===== config.mk =====
export PLATFORM = sky130hd
export DESIGN_NAME = hazard_scoreboard
export DESIGN_NICKNAME = d
export VERILOG_FILES = /design/src/rtl/hazard_scoreboard_pkg.sv /design/src/rtl/hazard_scoreboard_sb_counter.sv /design/src/rtl/hazard_scoreboard.sv
export SDC_FILE = /design/constraint.sdc
export NUM_CORES = 1
export LEC_CHECK = 0
export CELL_PAD_IN_SITES_DETAIL_PLACEMENT = 2
export CELL_PAD_IN_SITES_GLOBAL_PLACEMENT = 2
export CORE_MARGIN = 2
export CORE_UTILIZATION = 40
export DETAILED_ROUTE_END_ITERATION = 12
export PLACE_DENSITY_LB_ADDON = 0.1
export SLEW_MARGIN = 20
export SYNTH_ARGS = -nofsm -noshare
export SYNTH_HDL_FRONTEND = slang
export SYNTH_SLANG_ARGS = --single-unit
export TNS_END_PERCENT = 20

===== constraint.sdc =====
create_clock -name clk_i -period 8.1 [get_ports clk_i]
set_clock_uncertainty 0.15 [all_clocks]
set_input_delay 1.215 -clock clk_i [delete_from_list [all_inputs] [get_ports clk_i]]
set_output_delay 1.215 -clock clk_i [all_outputs]
set_load 0.05 [all_outputs]

===== src/rtl/hazard_scoreboard_pkg.sv =====
// Shared constants for the hazard scoreboard: register-file geometry and
// write-enable polarity.
package hazard_scoreboard_pkg;

   localparam int unsigned REG_ADDR_W = 5;
   localparam int unsigned NUM_REGS   = 32;
   localparam int unsigned INFLIGHT_W = 3;

   // Pipeline write enable is active-low.
   localparam logic WB_ON  = 1'b0;
   localparam logic WB_OFF = 1'b1;

endpackage


===== src/rtl/hazard_scoreboard_sb_counter.sv =====
// Per-register saturating up/down counter of outstanding long-latency writes.
// Simultaneous inc and dec leave the count unchanged.
module sb_counter #(
   parameter int unsigned CNT_W = 2
) (
   input  logic             clk_i,
   input  logic             reset_i,
   input  logic             inc_i,
   input  logic             dec_i,
   output logic [CNT_W-1:0] cnt_o,
   output logic             sat_o,
   output logic             zero_o
);

   logic [CNT_W-1:0] r_cnt;
   logic [CNT_W-1:0] w_cnt_d;

   always_comb begin
      w_cnt_d = r_cnt;
      if (inc_i && !dec_i && !sat_o) begin
         w_cnt_d = r_cnt + CNT_W'(1);
      end else if (dec_i && !inc_i && !zero_o) begin
         w_cnt_d = r_cnt - CNT_W'(1);
      end
   end

   always_ff @(posedge clk_i) begin
      if (reset_i) begin
         r_cnt <= '0;
      end else begin
         r_cnt <= w_cnt_d;
      end
   end

   assign cnt_o  = r_cnt;
   assign sat_o  = &r_cnt;
   assign zero_o = (r_cnt == '0);

endmodule


===== src/rtl/hazard_scoreboard.sv =====
// Tracks pending long-latency register writes and stalls ID on RAW/capacity hazards.
// Optional WAW stall is enabled by defining SCOREBOARD_WAW_CHECK_EN.
module hazard_scoreboard
   import hazard_scoreboard_pkg::*;
#(
   parameter int unsigned MAX_INFLIGHT = 4,
   parameter int unsigned CNT_W        = 2
) (
   input  logic                  clk_i,
   input  logic                  reset_i,
   input  logic                  issue_valid_i,
   input  logic [REG_ADDR_W-1:0] issue_rd_i,
   input  logic                  issue_wb_i,
   input  logic                  issue_long_i,
   input  logic                  flush_i,
   input  logic [REG_ADDR_W-1:0] rs1_i,
   input  logic [REG_ADDR_W-1:0] rs2_i,
   input  logic                  rs1_used_i,
   input  logic                  rs2_used_i,
   input  logic                  retire_valid_i,
   input  logic [REG_ADDR_W-1:0] retire_rd_i,
   output logic                  stall_o,
   output logic                  busy_o,
   output logic                  err_o
);

   logic [CNT_W-1:0]      w_cnt [NUM_REGS];
   logic [NUM_REGS-1:0]   w_sat;
   logic [NUM_REGS-1:0]   w_zero;
   logic [NUM_REGS-1:1]   w_inc;
   logic [NUM_REGS-1:1]   w_dec;
   logic [INFLIGHT_W-1:0] r_inflight;
   logic [INFLIGHT_W-1:0] w_inflight_d;
   logic                  r_busy;
   logic                  r_err;
   logic w_ret_ok, w_hit_rs1, w_hit_rs2, w_hit_rd;
   logic w_src_stall, w_cap_stall, w_waw_stall, w_write_long, w_accept;

   // x0 is never tracked and always reads as an empty count.
   assign w_cnt[0]  = '0;
   assign w_sat[0]  = 1'b0;
   assign w_zero[0] = 1'b1;

   for (genvar g = 1; g < NUM_REGS; g++) begin : g_cnt
      assign w_inc[g] = w_accept && (issue_rd_i == REG_ADDR_W'(g));
      assign w_dec[g] = w_ret_ok && (retire_rd_i == REG_ADDR_W'(g));
      sb_counter #(
         .CNT_W (CNT_W)
      ) u_cnt (
         .clk_i   (clk_i),
         .reset_i (reset_i),
         .inc_i   (w_inc[g]),
         .dec_i   (w_dec[g]),
         .cnt_o   (w_cnt[g]),
         .sat_o   (w_sat[g]),
         .zero_o  (w_zero[g])
      );
   end

   assign w_ret_ok = retire_valid_i && (retire_rd_i != '0) && !w_zero[retire_rd_i];

   // Last outstanding write retiring now reaches EX via WB forwarding: no stall.
   assign w_hit_rs1 = retire_valid_i && (retire_rd_i == rs1_i) && (w_cnt[rs1_i] == CNT_W'(1));
   assign w_hit_rs2 = retire_valid_i && (retire_rd_i == rs2_i) && (w_cnt[rs2_i] == CNT_W'(1));
   assign w_hit_rd  = retire_valid_i && (retire_rd_i == issue_rd_i) &&
                      (w_cnt[issue_rd_i] == CNT_W'(1));

   assign w_src_stall = (rs1_used_i && (rs1_i != '0) && !w_zero[rs1_i] && !w_hit_rs1) ||
                        (rs2_used_i && (rs2_i != '0) && !w_zero[rs2_i] && !w_hit_rs2);

   assign w_write_long = issue_long_i && (issue_wb_i == WB_ON);

   // Capacity: global in-flight limit, or a per-register counter already saturated.
   assign w_cap_stall = w_write_long &&
                        (((r_inflight == INFLIGHT_W'(MAX_INFLIGHT)) && !w_ret_ok) ||
                         (w_sat[issue_rd_i] && !(w_ret_ok && (retire_rd_i == issue_rd_i))));

`ifdef SCOREBOARD_WAW_CHECK_EN
   assign w_waw_stall = (issue_wb_i == WB_ON) && (issue_rd_i != '0) &&
                        !w_zero[issue_rd_i] && !w_hit_rd;
`else
   assign w_waw_stall = 1'b0;
   logic w_unused_hit_rd;
   assign w_unused_hit_rd = w_hit_rd;
`endif

   assign stall_o  = issue_valid_i && (w_src_stall || w_cap_stall || w_waw_stall);
   assign w_accept = issue_valid_i && !stall_o && !flush_i && w_write_long &&
                     (issue_rd_i != '0);

   always_comb begin
      w_inflight_d = r_inflight;
      if (w_accept && !w_ret_ok) begin
         w_inflight_d = r_inflight + INFLIGHT_W'(1);
      end else if (w_ret_ok && !w_accept) begin
         w_inflight_d = r_inflight - INFLIGHT_W'(1);
      end
   end

   always_ff @(posedge clk_i) begin
      if (reset_i) begin
         r_inflight <= '0;
         r_busy     <= 1'b0;
         r_err      <= 1'b0;
      end else begin
         r_inflight <= w_inflight_d;
         r_busy     <= (w_inflight_d != '0);
         r_err      <= retire_valid_i && !w_ret_ok;
      end
   end

   assign busy_o = r_busy;
   assign err_o  = r_err;

endmodule


==> impl_table.tex <==
\begin{tabular}{lr}
\hline
Metric & Value \\
\hline
\multicolumn{2}{l}{\textbf{Final layout}} \\
\quad Final design utilization & 45.37\% \\
\quad Antenna cells & 0 \\
\quad Most frequent cells in the layout & sky130\_fd\_sc\_hd\_\_nor2\_1, sky130\_fd\_sc\_hd\_\_dfxtp\_1, sky130\_fd\_sc\_hd\_\_nand2\_1 \\
\quad Share of layout cells above drive strength 1 & 10.03\% \\
\quad Most common library cell in the layout ignoring fill and taps & sky130\_fd\_sc\_hd\_\_nor2\_1 \\
\quad Final std cells w/o fill & 952 \\
\quad Layout net count & 795 \\
\quad Area overhead of the layout relative to synthesis & 10.28\% \\
\multicolumn{2}{l}{\textbf{Clock network}} \\
\quad TritonCTS clock tree & yes \\
\quad Cts hold-fix bufs & 0 \\
\quad Clock buffer depth & 2 \\
\quad H-tree depth reported by CTS & 3 \\
\quad Clock latency at the later pin of the worst-skew pair & 0.35 ns \\
\quad Clk slew on worst S/H paths & 0.06 ns \\
\quad \# resized after CTS & 0 \\
\quad Post-CTS Repair Setup Buffers & 0 \\
\quad Clock buffer count from CTS & 9 \\
\quad Sinks on Clock Net & 67 \\
\quad CTS root buffer & sky130\_fd\_sc\_hd\_\_clkbuf\_16 \\
\multicolumn{2}{l}{\textbf{GRT}} \\
\quad Global-route usage over all layers & 32.92\% \\
\quad Largest net degree at the start of global routing & 56 \\
\quad Vias in the first global route & 6747 \\
\quad Total congestion overflow after global routing & 0 \\
\quad Wire length of the first global-routing pass & 40.14 mm \\
\quad Initial antenna violation count & 0 \\
\multicolumn{2}{l}{\textbf{Drt}} \\
\quad Antenna-violating nets left & 0 \\
\quad DRT iter0 DRCs & 438 \\
\quad DRT Wirelength & 25.88 mm \\
\quad Via-to-Cell Ratio & 6.792 \\
\quad DR WL/cell & 27.18 µm \\
\quad Post-route DRC & 0 \\
\quad Detailed-router iteration count before antenna repair & 6 \\
\quad Routed via count & 6466 \\
\multicolumn{2}{l}{\textbf{Synthesis}} \\
\quad Warnings from Yosys & 0 \\
\quad Register bit count reported by yosys & 67 \\
\quad Share of the synthesized area in compound gates (AO/OA/AOI/OAI) & 25.84\% \\
\quad Top cell type's share of synthesized area & 22.26\% \\
\quad Multiplexer fraction of the synthesized cell area & 13.52\% \\
\quad Dominant synthesized flop cell & sky130\_fd\_sc\_hd\_\_dfxtp\_1 \\
\quad Synthesized netlist cell count & 771 \\
\quad Synth Area in XOR/XNOR & 3.489\% \\
\quad Dominant combinational cell family by area after synthesis & simple AND/OR/NAND/NOR gates \\
\quad Synthesized netlist net count & 803 \\
\quad Number of enable flip-flop cells after synthesis & 0 \\
\quad Number of distinct library cells after synthesis & 70 \\
\quad Simple-gate share of the synthesized area & 28.33\% \\
\quad Adder-cell area share of the yosys netlist & 0.6231\% \\
\quad Netlist area before placement & 6025 µm² \\
\quad Largest area contributor in the synthesized netlist & sky130\_fd\_sc\_hd\_\_dfxtp\_1 \\
\quad Dominant cells by area after synthesis & sky130\_fd\_sc\_hd\_\_dfxtp\_1, sky130\_fd\_sc\_hd\_\_mux4\_2, sky130\_fd\_sc\_hd\_\_nor2\_1 \\
\quad Sequential element share of the synthesized area & 22.26\% \\
\quad Post-synthesis average cell area & 7.814 µm² \\
\quad Asr flop ratio synth & 0\% \\
\multicolumn{2}{l}{\textbf{Worst setup path}} \\
\quad Required time at the endpoint of the critical path & 6.73 ns \\
\quad Category of the worst setup path launch point & input port \\
\quad Highest net fanout along the worst path & 9 \\
\quad Worst path max stage delay & 0.70 ns \\
\quad Most frequent cell on the critical path & sky130\_fd\_sc\_hd\_\_clkdlybuf4s50\_1 \\
\quad Worst setup path class & in2out \\
\quad Worst reg2reg startpoint & g\_cnt[6].u\_cnt.cnt\_o[0] \\
\quad Data arrival time of the worst path & 5.18 ns \\
\quad Type of destination of the critical path & primary output \\
\quad Slowest library cell on the worst path & sky130\_fd\_sc\_hd\_\_clkdlybuf4s50\_1 \\
\quad Cells along the critical path & clkdlybuf4s50\_1 -> inv\_4 -> mux4\_2 -> a211o\_1 -> a311oi\_1 -> nor4\_1 -> nor3\_2 -> o21ai\_0 -> and2\_1 -> clkdlybuf4s50\_1 \\
\quad Setup crit start & rs1\_i[0] \\
\multicolumn{2}{l}{\textbf{Pwr}} \\
\quad Static leakage & 2.048 nW \\
\quad IR drop worst, VDD & 0.09537 mV \\
\quad Total power after layout & 0.9044 mW \\
\quad Cell area power density & 136.1 nW/µm² \\
\multicolumn{2}{l}{\textbf{STA}} \\
\quad Final Hold Fails & 0 \\
\quad Unrepaired setup endpoints after global routing & no \\
\quad Setup Total Neg Slack & 0 ns \\
\quad Total of endpoints with negative setup slack in the final report & 0 \\
\quad Post-route clock period utilization & 80.74\% \\
\quad Worst Max-Slew Pin Slew & 1.090 ns \\
\quad Final min period & 6.540 ns \\
\quad Worst Setup Slack, final & 1.560 ns \\
\quad Achievable frequency & 0.1529 GHz \\
\quad Tightest slew margin relative to the limit & 26.67\% \\
\quad Max-slew violation total from the final report & 0 \\
\multicolumn{2}{l}{\textbf{Floorplan}} \\
\quad Number of rows created at floorplan & 44 \\
\quad Number of primary I/O pins & 32 \\
\quad Full die area & 16060 µm² \\
\quad Die boundary width & 126.7 µm \\
\quad Placeable core region & 14640 µm² \\
\quad Initial core utilization & 41.14\% \\
\quad Die Y-Extent & 126.7 µm \\
\multicolumn{2}{l}{\textbf{Hold path}} \\
\quad Class of the most critical hold timing path & reg2reg \\
\quad Hold path startpoint & g\_cnt[25].u\_cnt.cnt\_o[1] \\
\multicolumn{2}{l}{\textbf{Placed design}} \\
\quad HPWL after DPL & 19.52 mm \\
\quad Count of buffers from port buffering & 31 \\
\quad DP Worst Slack & 1.597 ns \\
\quad Routability cong. & 0.8961 \\
\quad Post-Place Cells & 936 \\
\multicolumn{2}{l}{\textbf{Flow run}} \\
\quad Max Cap Viol & 0 \\
\multicolumn{2}{l}{\textbf{Run status}} \\
\quad Outcome & finished, final reports clean \\
\hline
\end{tabular}
-- worst paths after layout --
kind	to	slack (ns)	depth (start not counted)
max	stall_o	1.56	10
min	g_cnt[25].u_cnt.cnt_o[1]	0.37	2
max reg2reg	g_cnt[15].u_cnt.cnt_o[0]	3.42	11
min reg2reg	g_cnt[25].u_cnt.cnt_o[1]	0.37	2
-- where the power goes --
part	switching, mW	total [mW]	internal, mW
clock network	0.176	0.386	0.210
registers	0.00622	0.343	0.337
logic	0.112	0.175	0.0629
-- through the flow --
stage / instance area (µm²) / hold WS (ns)
final: 6644 / 0.3719
after global routing: 6644 / 0.3917
after CTS: 6644 / 0.3695
after detailed placement: 6366 / 0.3548
after global placement: 6366 / 0.3364
after floorplan: 6025 / 0.3146
-- final cells by class --
class	count	area, µm²
clock buffer	10	229.0
clock inverter	6	48.80
fill	1683	8000
inverter	27	103.9
multi-input combinational	619	4325
sequential	67	1341
tap	184	230.2
timing repair buffer	39	365.4
-- registers in the layout (all words and copies together) (netlist names) --
name               cells
busy_o                 1
err_o                  1
g_cnt.u_cnt.cnt_o     62
r_inflight             3
-- Yosys cell counts (10+ instances only) --
library cell               instances
sky130_fd_sc_hd__nor2_1           71
sky130_fd_sc_hd__dfxtp_1          67
sky130_fd_sc_hd__nand2_1          49
sky130_fd_sc_hd__nor3_1           47
sky130_fd_sc_hd__a21oi_1          43
sky130_fd_sc_hd__o21ai_0          43
sky130_fd_sc_hd__clkbuf_1         39
sky130_fd_sc_hd__nand2b_1         35
sky130_fd_sc_hd__mux4_2           32
sky130_fd_sc_hd__inv_1            26
sky130_fd_sc_hd__nor2b_1          23
sky130_fd_sc_hd__nand3_1          19
sky130_fd_sc_hd__nor4_1           19
sky130_fd_sc_hd__a21o_1           16
sky130_fd_sc_hd__a221oi_1         14
sky130_fd_sc_hd__xnor2_1          14
sky130_fd_sc_hd__o211ai_1         12
sky130_fd_sc_hd__o31a_1           12
sky130_fd_sc_hd__a211oi_1         11
sky130_fd_sc_hd__a31oi_1          11
sky130_fd_sc_hd__buf_2            11
sky130_fd_sc_hd__o21ai_1          10
sky130_fd_sc_hd__xor2_1           10
-- worst max-delay path: cells and delay by family --
family                 cells  cell delay [ns]
AOI/OAI and AO/OA          3             0.83
and+or+nand+nor            3             0.89
muxes                      1             0.53
buffers and inverters      3             1.71
-- cell families after synthesis --
group                    Yosys count
XOR/XNOR                          24
flip-flops                        67
adder cells (fa/ha/maj)            3
AO/OA/AOI/OAI                    228
multiplexers                      41
buffers and inverters             85
AND/OR/NAND/NOR                  323
-- layer usage --
metal | global-route usage [%] | vias up | part of all wire, %
li1 | - | 2895 | -
met1 | 45.15 | 3289 | 44
met2 | 53.42 | 240 | 47
met3 | 5.609 | 42 | 6.6
met4 | 9.890 | 0 | 2.7
met5 | 0 | - | 0
(Power assumes the default switching activity.)
